File: src/rtl/muldiv_pkg.sv
// Shared definitions for the iterative multiply/divide unit: op encodings,
// FSM state type, iteration count and a magnitude helper.
package muldiv_pkg;

    localparam int MD_XLEN = 32;
    localparam int MD_ITER = 32;

    typedef enum logic [1:0] {
        MD_MULT  = 2'b00,
        MD_MULTU = 2'b01,
        MD_DIV   = 2'b10,
        MD_DIVU  = 2'b11
    } md_op_e;

    typedef enum logic {
        MD_IDLE = 1'b0,
        MD_RUN  = 1'b1
    } md_state_e;

    // |v| for signed ops; 0x80000000 stays 0x80000000, read as unsigned.
    function automatic logic [MD_XLEN-1:0] md_abs(input logic [MD_XLEN-1:0] v,
                                                   input logic              is_signed);
        if (is_signed && v[MD_XLEN-1]) begin
            md_abs = ~v + {{(MD_XLEN-1){1'b0}}, 1'b1};
        end else begin
            md_abs = v;
        end
    endfunction

endpackage

File: src/rtl/muldiv_step.sv
// One iteration of the multiply/divide datapath on the 64-bit accumulator:
// LSB-first shift-add for multiply, MSB-first restoring subtract for divide.
module muldiv_step #(
    parameter int XLEN = 32
) (
    input  logic              is_div,
    input  logic [2*XLEN-1:0] acc_in,
    input  logic [XLEN-1:0]   operand,
    input  logic              bit_in,
    output logic [2*XLEN-1:0] acc_out
);

    logic [XLEN:0] sum_s;
    logic [XLEN:0] rem_sh_s;
    logic [XLEN:0] diff_s;

    // Divide keeps {remainder, quotient}; multiply keeps the partial product shifting right.
    always_comb begin
        sum_s    = {1'b0, acc_in[2*XLEN-1:XLEN]} + {1'b0, operand};
        rem_sh_s = {acc_in[2*XLEN-1:XLEN], bit_in};
        diff_s   = rem_sh_s - {1'b0, operand};
        if (is_div) begin
            if (diff_s[XLEN]) begin
                acc_out = {rem_sh_s[XLEN-1:0], acc_in[XLEN-2:0], 1'b0};
            end else begin
                acc_out = {diff_s[XLEN-1:0], acc_in[XLEN-2:0], 1'b1};
            end
        end else begin
            if (bit_in) begin
                acc_out = {sum_s, acc_in[XLEN-1:1]};
            end else begin
                acc_out = {1'b0, acc_in[2*XLEN-1:1]};
            end
        end
    end

endmodule

File: src/rtl/muldiv_unit.sv
// Iterative 32-bit mult/multu/div/divu unit owning the HI/LO registers;
// busy stalls the pipeline while an operation runs.
module muldiv_unit
    import muldiv_pkg::*;
#(
    parameter int XLEN = MD_XLEN,
    parameter int ITER = MD_ITER
) (
    input  logic            clk,
    input  logic            rst,
    input  logic            start,
    input  logic [1:0]      op,
    input  logic [XLEN-1:0] a,
    input  logic [XLEN-1:0] b,
    input  logic            wr_hi,
    input  logic            wr_lo,
    input  logic [XLEN-1:0] wdata,
    input  logic            flush,
    output logic            busy,
    output logic            done,
    output logic            div_by_zero,
    output logic [XLEN-1:0] hi,
    output logic [XLEN-1:0] lo
);

    localparam int              CNT_W    = $clog2(ITER);
    localparam logic [CNT_W-1:0] CNT_LAST = CNT_W'(ITER - 1);
    localparam logic [CNT_W-1:0] CNT_ONE  = CNT_W'(1);
    localparam logic [XLEN-1:0]   ONE_X    = {{(XLEN-1){1'b0}}, 1'b1};
    localparam logic [2*XLEN-1:0] ONE_2X   = {{(2*XLEN-1){1'b0}}, 1'b1};

    md_state_e         state_r;
    md_state_e         next_state_s;
    logic              busy_r;
    logic              done_r;
    logic              dbz_r;
    logic [XLEN-1:0]   hi_r;
    logic [XLEN-1:0]   lo_r;
    logic [XLEN-1:0]   a_mag_r;
    logic [XLEN-1:0]   b_mag_r;
    logic [CNT_W-1:0]  cnt_r;
    logic [2*XLEN-1:0] acc_r;
    logic              is_div_r;
    logic              neg_res_r;
    logic              neg_rem_r;

    logic              signed_op_s;
    logic              div_op_s;
    logic              b_zero_s;
    logic              load_s;
    logic              dz_s;
    logic              hi_we_s;
    logic              lo_we_s;
    logic              step_s;
    logic              finish_s;
    logic [XLEN-1:0]   step_operand_s;
    logic              step_bit_s;
    logic [2*XLEN-1:0] acc_next_s;
    logic [2*XLEN-1:0] prod_s;
    logic [XLEN-1:0]   res_hi_s;
    logic [XLEN-1:0]   res_lo_s;

    assign signed_op_s    = (op == MD_MULT) || (op == MD_DIV);
    assign div_op_s       = (op == MD_DIV)  || (op == MD_DIVU);
    assign b_zero_s       = (b == {XLEN{1'b0}});
    assign step_operand_s = is_div_r ? b_mag_r : a_mag_r;
    // Divide consumes dividend bits MSB first, multiply consumes multiplier bits LSB first.
    assign step_bit_s     = is_div_r ? a_mag_r[CNT_LAST - cnt_r] : b_mag_r[cnt_r];

    muldiv_step #(
        .XLEN(XLEN)
    ) u_step (
        .is_div (is_div_r),
        .acc_in (acc_r),
        .operand(step_operand_s),
        .bit_in (step_bit_s),
        .acc_out(acc_next_s)
    );

    // State register.
    always_ff @(posedge clk or posedge rst) begin
        if (rst) begin
            state_r <= MD_IDLE;
        end else begin
            state_r <= next_state_s;
        end
    end

    // Next-state logic; flush and completion both drop back to IDLE.
    always_comb begin
        next_state_s = state_r;
        case (state_r)
            MD_IDLE: begin
                if (load_s) begin
                    next_state_s = MD_RUN;
                end else begin
                    next_state_s = MD_IDLE;
                end
            end
            MD_RUN: begin
                if (flush || finish_s) begin
                    next_state_s = MD_IDLE;
                end else begin
                    next_state_s = MD_RUN;
                end
            end
            default: next_state_s = MD_IDLE;
        endcase
    end

    // FSM action decode; an mthi/mtlo in the same cycle drops the start.
    always_comb begin
        load_s   = 1'b0;
        dz_s     = 1'b0;
        hi_we_s  = 1'b0;
        lo_we_s  = 1'b0;
        step_s   = 1'b0;
        finish_s = 1'b0;
        case (state_r)
            MD_IDLE: begin
                hi_we_s = wr_hi;
                lo_we_s = wr_lo;
                if (start && !wr_hi && !wr_lo) begin
                    if (div_op_s && b_zero_s) begin
                        dz_s = 1'b1;
                    end else begin
                        load_s = 1'b1;
                    end
                end else begin
                    load_s = 1'b0;
                end
            end
            MD_RUN: begin
                if (flush) begin
                    step_s = 1'b0;
                end else begin
                    step_s   = 1'b1;
                    finish_s = (cnt_r == CNT_LAST);
                end
            end
            default: begin
                load_s = 1'b0;
            end
        endcase
    end

    // Sign fix applied to the final accumulator value as it is written back.
    always_comb begin
        prod_s = neg_res_r ? (~acc_next_s + ONE_2X) : acc_next_s;
        if (is_div_r) begin
            res_lo_s = neg_res_r ? (~acc_next_s[XLEN-1:0] + ONE_X) : acc_next_s[XLEN-1:0];
            res_hi_s = neg_rem_r ? (~acc_next_s[2*XLEN-1:XLEN] + ONE_X)
                                 : acc_next_s[2*XLEN-1:XLEN];
        end else begin
            res_lo_s = prod_s[XLEN-1:0];
            res_hi_s = prod_s[2*XLEN-1:XLEN];
        end
    end

    // Status outputs; done and div_by_zero only ever last one cycle.
    always_ff @(posedge clk or posedge rst) begin
        if (rst) begin
            busy_r <= 1'b0;
            done_r <= 1'b0;
            dbz_r  <= 1'b0;
        end else begin
            busy_r <= (next_state_s == MD_RUN);
            done_r <= finish_s || dz_s;
            dbz_r  <= dz_s;
        end
    end

    // Operand magnitudes, sign flags, accumulator and iteration counter.
    always_ff @(posedge clk or posedge rst) begin
        if (rst) begin
            a_mag_r   <= {XLEN{1'b0}};
            b_mag_r   <= {XLEN{1'b0}};
            acc_r     <= {(2*XLEN){1'b0}};
            cnt_r     <= {CNT_W{1'b0}};
            is_div_r  <= 1'b0;
            neg_res_r <= 1'b0;
            neg_rem_r <= 1'b0;
        end else if (load_s) begin
            a_mag_r   <= md_abs(a, signed_op_s);
            b_mag_r   <= md_abs(b, signed_op_s);
            acc_r     <= {(2*XLEN){1'b0}};
            cnt_r     <= {CNT_W{1'b0}};
            is_div_r  <= div_op_s;
            neg_res_r <= signed_op_s && (a[XLEN-1] ^ b[XLEN-1]);
            neg_rem_r <= signed_op_s && a[XLEN-1];
        end else if (step_s) begin
            acc_r <= acc_next_s;
            if (!finish_s) begin
                cnt_r <= cnt_r + CNT_ONE;
            end else begin
                cnt_r <= cnt_r;
            end
        end else begin
            acc_r <= acc_r;
        end
    end

    // HI/LO: completion write-back, otherwise mthi/mtlo while idle.
    always_ff @(posedge clk or posedge rst) begin
        if (rst) begin
            hi_r <= {XLEN{1'b0}};
            lo_r <= {XLEN{1'b0}};
        end else if (finish_s) begin
            hi_r <= res_hi_s;
            lo_r <= res_lo_s;
        end else begin
            if (hi_we_s) begin
                hi_r <= wdata;
            end else begin
                hi_r <= hi_r;
            end
            if (lo_we_s) begin
                lo_r <= wdata;
            end else begin
                lo_r <= lo_r;
            end
        end
    end

    assign busy        = busy_r;
    assign done        = done_r;
    assign div_by_zero = dbz_r;
    assign hi          = hi_r;
    assign lo          = lo_r;

endmodule

File: config.mk
export PLATFORM = sky130hd
export DESIGN_NAME = muldiv_unit
export DESIGN_NICKNAME = d
export VERILOG_FILES = /design/src/rtl/muldiv_pkg.sv /design/src/rtl/muldiv_step.sv /design/src/rtl/muldiv_unit.sv
export SDC_FILE = /design/constraint.sdc
export NUM_CORES = 1
export LEC_CHECK = 0
export CAP_MARGIN = 20
export CORE_MARGIN = 4
export CORE_UTILIZATION = 59
export DETAILED_ROUTE_END_ITERATION = 12
export PLACE_DENSITY = 0.82
export SLEW_MARGIN = 15
export SYNTH_ARGS = -nofsm -noshare
export SYNTH_HDL_FRONTEND = slang
export SYNTH_SLANG_ARGS = --single-unit
File: constraint.sdc
create_clock -name clk -period 8.3 [get_ports clk]
set_input_delay 1.245 -clock clk [delete_from_list [all_inputs] [get_ports clk]]
set_output_delay 1.245 -clock clk [all_outputs]
set_load 0.01 [all_outputs]
==> out/results.ini, run 1 <==
[status]
status=finished clean

[die]
die_x_um=181
fp.dieH_um=181
io_pins=171
core_area_um2=29600
dieArea_um2=32800
fp-row-count=63
initial_utilization_pct=59.7

[sta]
tns_ns=0
rsz0062_at_grt=no
slew_violations=0
worst_slew_pin_slew_ns=1.13
period_share_pct=91.3
slew_headroom_pct=24.8
finalClockSkew_ns=0.0170
period_minus_slack_ns=7.58
max_freq_mhz=132
finalSetupViolations=0
hold_viol_final=0

[synth]
yosys-top-cells-count=nand2_1, o21ai_0, dfrtp_1, a21oi_1, mux2i_1
synth.area.top_cells=dfrtp_1, mux2i_1, o21ai_0, nand2_1, ha_1
yosys.area.top_type=dfrtp_1
synth_warnings=0
synth-seq-cells=203
syn_area_um2=17700
syn_inst=2190
synth_nets=2366
synth_edf_count=0
synth_top_area_share_pct=28.7
synthArstFlopShare_pct=100
syn_area_per_cell_um2=8.08
seq_area_frac_synth_pct=28.7
synth_cell_type_count=105
synth_ff_type=dfrtp_1
synth.most_common_cell=nand2_1

[worst_setup_path]
end_kind=flop
path_max_fanout=16
max_stage_delay_ns=0.87
cp.required_ns=8.74
cp-start-kind=flop
cp.arrival_ns=8.02
cpMaxStageDelayCell=dfrtp_1
criticalPathCategory=reg -> reg
cpMostUsedCell=nand2_1

[cts]
cts-root-buf=clkbuf_16
post_cts_resized=0
cts.clk_slew.worst_paths_ns=0.06
post_cts.repair.setup_buffers=0
cts_tree=yes
cts_buffer_depth=3
cts_hold_buf=0
clk_latency_ns=0.52
htree_levels=1
clock-sinks=203
cts_buffers=23

[placed_design]
gp_congestion=0.926
dpl.hpwl_mm=42.7
io_buffer_count=170

[routing]
ant_nets=0
drt_iter0_markers=1453
via_count=17200
drt-vias-per-instance=6.44
drt-total-wl_mm=56.2
drc=0
firstDrtPassIters=6
wl_per_cell_um=21.0

[final_layout]
drive_gt1_share_pct=6.25
syn_to_final_growth_pct=14.4
fin_nets=2450
fin_util_pct=68.3

[grt]
first_global_vias=16700
grt_pass1_wl_mm=89.0
overflow=0
antenna_found_initial=0
grt_max_degree=133
globalRouteTotalUtil_pct=32.9

[worst_hold_path]
hold_class=reg -> reg

[power_and_ir_drop]
power_leakage_nw=8.77
powerDensity_nw_per_um2=365
vdd_drop_max_mv=0.201

[run]
drv_cap=0

[registers in the layout, indices dropped and copies added, names as in the netlist]
name,flops
lo,32
neg_rem_r,1
acc_r,64
b_mag_r,32
div_by_zero,1
cnt_r,5
done,1
neg_res_r,1
a_mag_r,32
is_div_r,1
hi,32
busy,1
[worst max-delay path: cells and delay by family, from the launching register on]
kind | cells | cell delay [ns]
mux | 1 | 0.60
compound gates | 11 | 2.26
flops | 1 | 0.87
simple gates | 9 | 2.38
buf+inv | 2 | 0.26
fa+ha+maj | 3 | 0.87
xor+xnor | 2 | 0.25
[through the flow]
| stage | instances | hold WS (ns) | total power, mW | setup WS, ns | instance area, µm² |
|---|---|---|---|---|---|
| finish | 2678 | 0.500 | 7.38 | 0.723 | 20200 |
| global route | 2677 | 0.541 | 7.86 | 0.120 | 20200 |
| CTS | 2676 | 0.505 | 7.28 | 0.785 | 20200 |
| detailed placement | 2638 | 0.492 | 6.24 | 0.812 | 19500 |
| global placement | 2638 | 0.481 | 6.16 | 1.12 | 19500 |
| floorplan | 2190 | 0.461 | 4.96 | 0.820 | 17700 |
[power by group]
group | leakage [nW] | switching, mW | total, mW | internal, mW
clock | 0.360 | 0.417 | 1.04 | 0.620
combinational | 5.84 | 2.99 | 4.87 | 1.88
sequential | 2.57 | 0.288 | 1.47 | 1.18
total | 8.77 | 3.69 | 7.38 | 3.68
[routing by layer]
layer,part of all wire [%],vias up,global-route usage (%)
li1,-,8080,-
met5,0,-,0
met4,4.5,0,12.3
met1,39,8148,41.9
met3,7.6,172,3.83
met2,48,836,57.6
[layout by cell type, fill, tap and decap left out, types with 7 or more instances in the layout]
cell,instances
o211ai_1,15
o21a_1,13
mux2i_1,142
o41ai_1,7
dfrtp_1,202
mux2_2,21
nor4_1,14
buf_4,17
o31ai_1,21
a21oi_1,148
nand4_1,20
or3_1,20
mux4_2,11
inv_1,61
xor2_1,88
or2_2,15
nor3_1,61
o21ai_1,14
a31oi_1,15
and3_1,12
nand2b_1,14
xnor2_1,78
ha_1,70
a21o_1,16
clkbuf_16,23
nand2_1,279
and2_1,17
a211o_1,8
o21ai_0,266
a211oi_1,36
nor2b_1,30
nand3_1,89
nor2_1,135
clkdlybuf4s50_1,170
[worst paths after layout]
path                               endpoint  cells past startpoint  slack [ns]         from
worst max-delay path                 hi[28]                     28        0.72     cnt_r[0]
worst min-delay path            b_mag_r[11]                      2        0.50  b_mag_r[11]
worst max register to register       hi[28]                     28        0.72     cnt_r[0]
worst min register to register  b_mag_r[11]                      2        0.50  b_mag_r[11]
max in group asynchronous            hi[31]                      3        5.53          rst
min in group asynchronous          acc_r[8]                      2        1.30          rst
[area by class of cell]
| type | instances | area, µm² |
|---|---|---|
| fill | 2461 | 9410 |
| clock inverter | 7 | 120 |
| sequential | 203 | 5080 |
| multi-input combinational | 1794 | 11800 |
| clock buffer | 31 | 626 |
| antenna | 1 | 2.50 |
| inverter | 63 | 244 |
| tap | 390 | 488 |
| timing repair buffer | 189 | 1870 |
[cell families after synthesis]
group                    synth area share [%]
XOR/XNOR                                 8.47
flip-flops                               28.7
AO/OA/AOI/OAI                            22.0
AND/OR/NAND/NOR                          20.1
adder cells (fa/ha/maj)                  5.18
multiplexers                             10.8
buffers and inverters                    4.80
Power figures use the tool's default switching activity.
==> inputs of run 2 (changes only) <==
GPL_TIMING_DRIVEN = 1   (was unset)
PLACE_DENSITY = 0.9   (was 0.82)
==> out/results.ini, run 2 (synthesis gave the netlist of run 1 again) <==
[placed_design]
place_ws_ns=0.772  ; was 0.812 ns
io_buffer_count=170  ; unchanged
dpl.hpwl_mm=43.6  ; was 42.7 mm
gp_congestion=0.971  ; was 0.926
dp_cells=2639  ; was 2638

[status]
status=finished clean  ; unchanged

[power_and_ir_drop]
switching_share_pct=50.4  ; was 50.1%
p_clk_share_pct=14.1  ; about the same
power_leakage_nw=8.79  ; was 8.77 nW
powerDensity_nw_per_um2=367  ; was 365 nW/µm²
vdd_drop_max_mv=0.225  ; was 0.201 mV
power_switching_mw=3.74  ; was 3.69 mW
power_frac_comb_pct=66.0  ; about the same
internal_power_mw=3.68  ; about the same
seqPwrFrac_pct=19.9  ; about the same

[worst_setup_path]
cp.required_ns=8.66  ; was 8.74 ns
rrSetupSlack_ns=0.65  ; was 0.72 ns
criticalPathCategory=reg -> reg  ; unchanged
cp.arrival_ns=8.01  ; was 8.02 ns
cp_top_family=simple AND/OR/NAND/NOR gates  ; unchanged
reg2reg_depth=28  ; unchanged
cp-start-kind=flop  ; unchanged
cpMostUsedCell=nand2_1  ; unchanged
end_kind=flop  ; unchanged
max_stage_delay_ns=0.86  ; was 0.87 ns
cpMaxStageDelayCell=dfrtp_1  ; unchanged
rr_endpoint=hi[16]  ; was hi[28]
critPathBufInv=2  ; unchanged
path_max_fanout=16  ; unchanged
worstReg2RegStart=cnt_r[0]  ; unchanged

[routing]
via_count=17400  ; was 17.2k
drt-total-wl_mm=57.9  ; was 56.2 mm
wl_per_cell_um=21.6  ; was 21.0 µm
firstDrtPassIters=6  ; unchanged
drt_iter0_markers=1909  ; was 1453
drt-vias-per-instance=6.51  ; was 6.44
drc=0  ; unchanged
ant_nets=0  ; unchanged

[cts]
htree_levels=1  ; unchanged
clk_latency_ns=0.53  ; was 0.52 ns
post_cts.repair.setup_buffers=0  ; unchanged
cts.clk_slew.worst_paths_ns=0.06  ; about the same
post_cts_resized=0  ; unchanged
cts_buffer_depth=3  ; unchanged
cts-root-buf=clkbuf_16  ; unchanged
cts_buffers=23  ; unchanged
cts_hold_buf=0  ; unchanged
cts_tree=yes  ; unchanged
clock-sinks=203  ; unchanged

[sta]
tns_ns=0  ; unchanged
period_share_pct=92.1  ; was 91.3%
finalSetupViolations=0  ; unchanged
period_minus_slack_ns=7.65  ; was 7.58 ns
slew_violations=0  ; unchanged
setup_slack_ns=0.653  ; was 0.723 ns
rsz0062_at_grt=no  ; unchanged
hold_viol_final=0  ; unchanged
worst_slew_pin_slew_ns=1.04  ; was 1.13 ns
slew_headroom_pct=30.3  ; was 24.8%
finalClockSkew_ns=0.0183  ; was 0.0170 ns
max_freq_mhz=131  ; was 132 MHz

[final_layout]
largest_reg_flops=64  ; unchanged
layout_commonest_cell=nand2_1  ; unchanged
syn_to_final_growth_pct=14.4  ; about the same
fill_cells=2384  ; was 2461
fin_nets=2450  ; unchanged
final_cells=2679  ; was 2678
top_register=acc_r  ; unchanged
antenna_cells=0  ; was 1
final_cell_mix=nand2_1, o21ai_0, dfrtp_1  ; unchanged
drive_gt1_share_pct=6.51  ; was 6.25%

[die]
core_area_um2=29600  ; unchanged
initial_utilization_pct=59.7  ; unchanged
fp-row-count=63  ; unchanged
dieArea_um2=32800  ; unchanged
die_x_um=181  ; unchanged
fp.dieH_um=181  ; unchanged
io_pins=171  ; unchanged

[worst_hold_path]
whs_endpoint=b_mag_r[10]  ; was b_mag_r[11]
hold_depth=2  ; unchanged
hold_class=reg -> reg  ; unchanged
hold_start=b_mag_r[10]  ; was b_mag_r[11]

[grt]
globalRouteTotalUtil_pct=33.9  ; was 32.9%
first_global_vias=17100  ; was 16.7k
grt_max_degree=134  ; was 133
antenna_found_initial=0  ; unchanged
grt_pass1_wl_mm=92.0  ; was 89.0 mm
overflow=0  ; unchanged

[run]
drv_cap=0  ; unchanged

## run 2: metrics by stage
step	hold WS, ns	util (%)	area [µm²]	power (mW)
2_1_floorplan	0.461	-	17700	4.96
3_3_place_gp	0.484	65.7	19500	6.15
3_5_place_dp	0.494	65.7	19500	6.25
4_1_cts	0.507	68.3	20200	7.31
5_1_grt	0.528	68.3	20200	7.90
6_report	0.507	68.3	20200	7.42
## run 2: worst max path at each step
stage	from	endpoint	slack, ns	cells past startpoint
floorplan	is_div_r	hi[28]	0.82	31
global placement	cnt_r[0]	hi[16]	1.11	28
detailed placement	cnt_r[0]	hi[16]	0.77	28
CTS	cnt_r[0]	hi[16]	0.72	28
global route	cnt_r[0]	hi[16]	0.26	28
finish	cnt_r[0]	hi[16]	0.65	28
## run 2: power groups by stage
stage	Sequential, mW	Combinational [mW]	Clock [mW]
5_1_grt	1.50	5.30	1.10
4_1_cts	1.47	4.80	1.05
2_1_floorplan	1.36	3.60	0
6_report	1.48	4.90	1.05
3_5_place_dp	1.48	4.77	0
3_3_place_gp	1.47	4.68	0
## run 2: metal layers
metal / track usage (%) / vias up / wire, µm
met1: 42.5 / 8208 / 22600
met5: 0 / - / 0
met4: 13.8 / 0 / 2790
li1: - / 8074 / -
met2: 58.8 / 959 / 27700
met3: 5.05 / 199 / 4880
## run 2: tightest hold or removal path: cells and delay by family (launching register included)
family          cells  cell delay, ns
flops               1            0.36
compound gates      1            0.06
simple gates        1            0.05
## run 2: area by class of cell
class	instances	area, µm²	share of cell area, %
Multi-Input combinational cell	1794	11800	58.3
Sequential cell	203	5080	25.1
Timing Repair Buffer	189	1870	9.23
Clock buffer	30	652	3.22
Tap cell	390	488	2.41
Inverter	63	244	1.21
Clock inverter	10	110	0.544
==> inputs of run 3 (changes only) <==
SYNTH_HIERARCHICAL = 1   (was unset)
==> out/results.ini, run 3 <==
[synth]
syn_area_per_cell_um2=8.32  ; was 8.08 µm²
synth_top_area_share_pct=29.8  ; was 28.7%
synth_nets=2225  ; was 2366
seq_area_frac_synth_pct=29.8  ; was 28.7%
syn_area_um2=17100  ; was 17700 µm²
synth.most_common_cell=nand2_1  ; unchanged
synth_cell_type_count=85  ; was 105
yosys.area.top_type=dfrtp_1  ; unchanged
syn_inst=2049  ; was 2190
synth.area.top_cells=dfrtp_1, nand2_1, o21ai_0, ha_1, xnor2_1  ; was dfrtp_1, mux2i_1, o21ai_0, nand2_1, ha_1
synth_warnings=6  ; was 0
yosys-top-cells-count=nand2_1, o21ai_0, dfrtp_1, a21oi_1, clkbuf_1  ; was nand2_1, o21ai_0, dfrtp_1, a21oi_1, mux2i_1
synth-seq-cells=203  ; unchanged
synth_ff_type=dfrtp_1  ; unchanged
synthArstFlopShare_pct=100  ; unchanged
synth_edf_count=0  ; unchanged

[final_layout]
final_cell_mix=nand2_1, o21ai_0, dfrtp_1  ; unchanged
drive_gt1_share_pct=8.82  ; was 6.51%
fin_util_pct=70.0  ; was 68.3%
top_register=acc_r  ; unchanged
syn_to_final_growth_pct=15.6  ; was 14.4%
fin_area_um2=19700  ; was 20200 µm²
layout_commonest_cell=nand2_1  ; unchanged
fill_cells=2198  ; was 2384
fin_nets=2327  ; was 2450
largest_reg_flops=64  ; unchanged
antenna_cells=0  ; unchanged

[worst_setup_path]
cp-start-kind=flop  ; unchanged
cp_top_family=simple AND/OR/NAND/NOR gates  ; unchanged
path_cells=buf_4, mux4_2, a211oi_1, a21oi_1, mux4_2, inv_1, ha_1, fa_1, nand2b_1, a21oi_1, o41a_1, nor4bb_2, o31ai_2, nor2_1, a211o_2, buf_4, nand2_1, o221a_1, or4_1, nor4_1, nand4_1, or3_1, o31ai_1, nor3_1
critPathBufInv=3  ; was 2
cp_num_cells=24  ; was 28
cpMaxStageDelayCell=dfrtp_1  ; unchanged
cp.required_ns=8.69  ; was 8.66 ns
max_stage_delay_ns=0.71  ; was 0.86 ns
reg2reg_depth=24  ; was 28
criticalPathCategory=reg -> reg  ; unchanged
cp.arrival_ns=8.02  ; was 8.01 ns
path_max_fanout=16  ; unchanged
end_kind=flop  ; unchanged

[routing]
drt-vias-per-instance=6.57  ; was 6.51
drt-total-wl_mm=54.2  ; was 57.9 mm
via_count=16700  ; was 17.4k
drt_iter0_markers=1696  ; was 1909
drc=0  ; unchanged
firstDrtPassIters=5  ; was 6
ant_nets=0  ; unchanged
wl_per_cell_um=21.3  ; was 21.6 µm

[grt]
grt_max_degree=138  ; was 134
globalRouteTotalUtil_pct=33.5  ; was 33.9%
antenna_found_initial=0  ; unchanged
grt_pass1_wl_mm=85.7  ; was 92.0 mm
first_global_vias=16100  ; was 17.1k
overflow=0  ; unchanged

[sta]
slew_headroom_pct=28.0  ; was 30.3%
whs_ns=0.502  ; was 0.507 ns
finalSetupViolations=0  ; unchanged
hold_viol_final=0  ; unchanged
slew_violations=0  ; unchanged
max_freq_mhz=131  ; about the same
period_share_pct=91.9  ; was 92.1%
period_minus_slack_ns=7.63  ; was 7.65 ns
tns_ns=0  ; unchanged
finalClockSkew_ns=0.0110  ; was 0.0183 ns
worst_slew_pin_slew_ns=1.08  ; was 1.04 ns
rsz0062_at_grt=no  ; unchanged

[die]
fp.dieH_um=178  ; was 181 µm
dieArea_um2=31700  ; was 32800 µm²
fp-row-count=61  ; was 63
core_area_um2=28200  ; was 29600 µm²
initial_utilization_pct=60.5  ; was 59.7%
die_x_um=178  ; was 181 µm
io_pins=171  ; unchanged

[cts]
htree_levels=1  ; unchanged
clk_latency_ns=0.52  ; was 0.53 ns
cts_tree=yes  ; unchanged
cts_hold_buf=0  ; unchanged
cts_buffers=22  ; was 23
cts-root-buf=clkbuf_16  ; unchanged
cts.clk_slew.worst_paths_ns=0.06  ; about the same
cts_buffer_depth=3  ; unchanged
clock-sinks=203  ; unchanged

[placed_design]
io_buffer_count=170  ; unchanged
dpl.hpwl_mm=41.1  ; was 43.6 mm
gp_congestion=1.04  ; was 0.971
placedInstanceArea_um2=19000  ; was 19500 µm²

[power_and_ir_drop]
power_leakage_nw=8.27  ; was 8.79 nW
vdd_drop_max_mv=0.181  ; was 0.225 mV
powerDensity_nw_per_um2=357  ; was 367 nW/µm²
power_mw=7.04  ; was 7.42 mW

[run]
drv_cap=0  ; unchanged

[worst_hold_path]
hold_depth=2  ; unchanged
hold_class=reg -> reg  ; unchanged

[status]
status=finished clean  ; unchanged

## run 3: cell types whose count changed after synthesis, moves of 26 or more
cell / before / now
o21ai_0: 266 / 226
nor2_1: 135 / 84
nor3_1: 61 / 28
nand2_1: 279 / 305
mux2i_1: 142 / 60
nand3_1: 89 / 25
mux2_2: 21 / 70
## run 3: layer usage
layer,routed length (µm),global-route usage [%],share of wire (%)
met5,0,0,0
met4,2450,13.0,4.5
met3,4520,4.24,8.3
met2,25500,57.3,47
met1,21700,43.4,40
## run 3: path summary, 6_finish.rpt
kind,startpoint,endpoint,slack [ns]
max,cnt_r[0],hi[28],0.67
min,a_mag_r[17],a_mag_r[17],0.50
max reg2reg,cnt_r[0],hi[28],0.67
min reg2reg,a_mag_r[17],a_mag_r[17],0.50
max in group asynchronous,rst,is_div_r,5.58
min in group asynchronous,rst,b_mag_r[3],1.28
## run 3: stage by stage
step,setup WS (ns),std cells
2_1_floorplan,0.674,2049
3_3_place_gp,0.656,2505
3_5_place_dp,0.454,2505
4_1_cts,0.447,2543
5_1_grt,0.265,2543
6_report,0.672,2543
## run 3: cell families (layout without fill, tap and decap cells)
group | Yosys count | count (layout) | share of synthesized area (%)
AO/OA/AOI/OAI | 622 | 622 | 22.8
XOR/XNOR | 169 | 169 | 8.68
adder cells (fa/ha/maj) | 72 | 72 | 5.37
buffers and inverters | 187 | 303 | 4.30
flip-flops | 203 | 203 | 29.8
multiplexers | 150 | 150 | 10.7
AND/OR/NAND/NOR | 646 | 646 | 18.4
## run 3: worst min-delay path, stage by stage (launching register included)
cell and delay, ns:
dfrtp_1 0.35, nand2_1 0.05, o21ai_0 0.06
## run 3: cell type report
class                   instances  area, µm²  share of cell area, %
multi-input cells            1659      11300                   57.3
flip-flops and latches        203       5080                   25.8
repair buffers                200       1930                   9.78
clock buffers                  32        649                   3.30
well taps                     378        473                   2.40
inverters                      65        251                   1.28
clock inverters                 6       35.0                  0.178
## run 3: power breakdown
part           leakage, nW  switching, mW  internal [mW]
Combinational         5.36           2.75           1.87
Sequential            2.58          0.282           1.19
Clock                0.334          0.412          0.541
Total                 8.27           3.45           3.59
## run 3: what timing repair did
item	4_1_cts	5_1_grt
setup endpoints to repair	0	1
endpoints found under the hold margin	0	0
buffers inserted	0	0
gates resized for setup	0	1
==> RTL change: new RTL, flow settings as in run 1 <==
Reset style: synchronous (`rst`), changed in 4 clocked blocks.
--- a/src/rtl/muldiv_unit.sv
+++ b/src/rtl/muldiv_unit.sv
@@ -80,3 +80,3 @@
     // State register.
-    always_ff @(posedge clk or posedge rst) begin
+    always_ff @(posedge clk) begin
         if (rst) begin
@@ -160,3 +160,3 @@
     // Status outputs; done and div_by_zero only ever last one cycle.
-    always_ff @(posedge clk or posedge rst) begin
+    always_ff @(posedge clk) begin
         if (rst) begin
@@ -173,3 +173,3 @@
     // Operand magnitudes, sign flags, accumulator and iteration counter.
-    always_ff @(posedge clk or posedge rst) begin
+    always_ff @(posedge clk) begin
         if (rst) begin
@@ -203,3 +203,3 @@
     // HI/LO: completion write-back, otherwise mthi/mtlo while idle.
-    always_ff @(posedge clk or posedge rst) begin
+    always_ff @(posedge clk) begin
         if (rst) begin
Function: differs if rst is asserted again (counterexample within 4 cycles, from zero or initial values and one cycle with rst high); with rst held inactive, the same outputs for 4 cycles.
==> RTL change against run 1 <==
Die area is 2.6% lower. Global-route usage is 4.2 points higher. Sequential cell count stayed put. Setup slack got worse by 0.080 ns. Wire length rose by 11%. First-iteration DRC count rose by 25%. Cell area decreased by 2.1%. Final cell count up 3.1%. Count of clock-buffer cells in the layout stayed put. Worst hold slack worse by 0.023 ns. Core utilization up 0.77 points. Area after synthesis is 2.7% lower.
Power is not compared: it rests on default switching activity, and its combinational part moved more than twofold at a synthesized area within 25%.
==> RTL change: results (changes against run 1) <==
status: "complete, no violations"  # unchanged
worstMarginPinSlew_ns: 1.17  # was 1.13 ns
grt_usage: 0.371  # was 0.329
clock_skew_ns: 0.0237  # was 0.0170 ns
postSynth.asyncResetShare: 0  # was 1.00
r2r_slack_ns: 0.64  # was 0.72 ns
synth_flop_cell: "dfxtp_1"  # was dfrtp_1
drt_iter0_markers: 1816  # was 1,453
preCtsSetupSlack_ns: 0.565  # was 0.812 ns
grt_pass1_wl_um: 94300  # was 89,000 um
synth_cell_type_count: 97  # was 105
totalWireLength_um: 62300  # was 56,200 um
fillerInstances: 2385  # was 2,461
grt_pass1_vias: 16800  # was 16,700
drive_above_1_share: 0.0682  # was 0.0625
route.vias.total: 18200  # was 17,200
gp_congestion: 1.04  # was 0.926
grt_max_degree: 126  # was 133
startpoint: "cnt_r[0]"  # unchanged
synth_area_leaders: "dfxtp_1 24%, a211oi_1 6.7%, mux2i_1 6.0%"  # was dfrtp_1 29%, mux2i_1 8.0%, o21ai_0 7.5%
syn_nets: 2464  # was 2,366
cp_max_fo: 14  # was 16
arrival_ns: 8.11  # was 8.02 ns
dpl.hpwl_um: 47700  # was 42,700 um
cp_slowest_cell: "dfxtp_2"  # was dfrtp_1
max_stage_delay_ns: 0.59  # was 0.87 ns
diodes: 0  # was 1
clkLatencyLatePin_ns: 0.54  # was 0.52 ns
dpl_cell_area_mm2: 0.0190  # was 0.0195 mm^2
ys_seq_area_frac: 0.236  # was 0.287
## RTL change: changes by cell type in the layout (fill, tap and decap cells not counted), moves of 13 or more
| cell | before | now |
|---|---|---|
| nor2_1 | 135 | 263 |
| a311oi_1 | 1 | 18 |
| nand3_1 | 89 | 40 |
| a211oi_1 | 36 | 154 |
| nor2b_1 | 30 | 16 |
| o21ai_0 | 266 | 91 |
| a31o_2 | 2 | 16 |
| mux2i_1 | 142 | 104 |
| dfrtp_1 | 202 | 0 |
| a21oi_1 | 148 | 196 |
| dfxtp_1 | 0 | 199 |
| buf_4 | 17 | 30 |
## RTL change: metal layers
metal	vias up	global-route usage	share of wire
li1	8535	-	-
met1	8487	0.468	0.39
met2	954	0.602	0.46
met3	200	0.0553	0.082
met4	0	0.217	0.068
met5	-	0	0
## RTL change: power by group through the flow
stage | clock, mW | combinational [mW] | sequential, mW
finish | 1.06 | 0.759 | 1.06
CTS | 1.05 | 0.744 | 1.06
floorplan | 0 | 0.479 | 1.07
detailed placement | 0 | 0.739 | 1.08
global route | 1.09 | 0.816 | 1.06
global placement | 0 | 0.730 | 1.08
## RTL change: final timing paths
| path | to | cells after the start |
|---|---|---|
| max | hi[28] | 29 |
| min | acc_r[31] | 2 |
| max reg2reg | hi[28] | 29 |
| min reg2reg | acc_r[31] | 2 |
## RTL change: critical path, delay by kind of cell (launching register included)
kind	cells	cell delay, ns
simple gates	11	2.53
xor+xnor	1	0.17
flops	1	0.59
buf+inv	3	0.38
compound gates	10	2.49
mux	1	0.59
fa+ha+maj	3	0.83
## RTL change: kinds of logic after synthesis
logic type / synth area share
muxes: 0.0893
adders and majority gates: 0.0532
and+or+nand+nor: 0.211
AOI/OAI and AO/OA: 0.277
xor gates and xnor gates: 0.0824
DFF: 0.236
buffers and inverters: 0.0513
## RTL change: area by class of cell
class / count / share of cell area
timing repair buffer: 200 / 0.0973
multi-input combinational: 1866 / 0.621
sequential: 203 / 0.205
clock inverter: 10 / 0.00562
inverter: 66 / 0.0125
tap: 384 / 0.0243
clock buffer: 31 / 0.0341
## RTL change: stage by stage
step	hold WS, ns	instances	power [mW]	util
global route	0.506	2760	2.97	0.690
floorplan	0.441	2288	1.55	-
global placement	0.463	2719	1.81	0.663
CTS	0.475	2760	2.86	0.690
detailed placement	0.468	2719	1.82	0.663
finish	0.477	2760	2.87	0.690
## RTL change: timing repair
item,CTS,global route
endpoints found under the setup margin,0,3
gates resized for setup,0,3
setup buffers,0,0
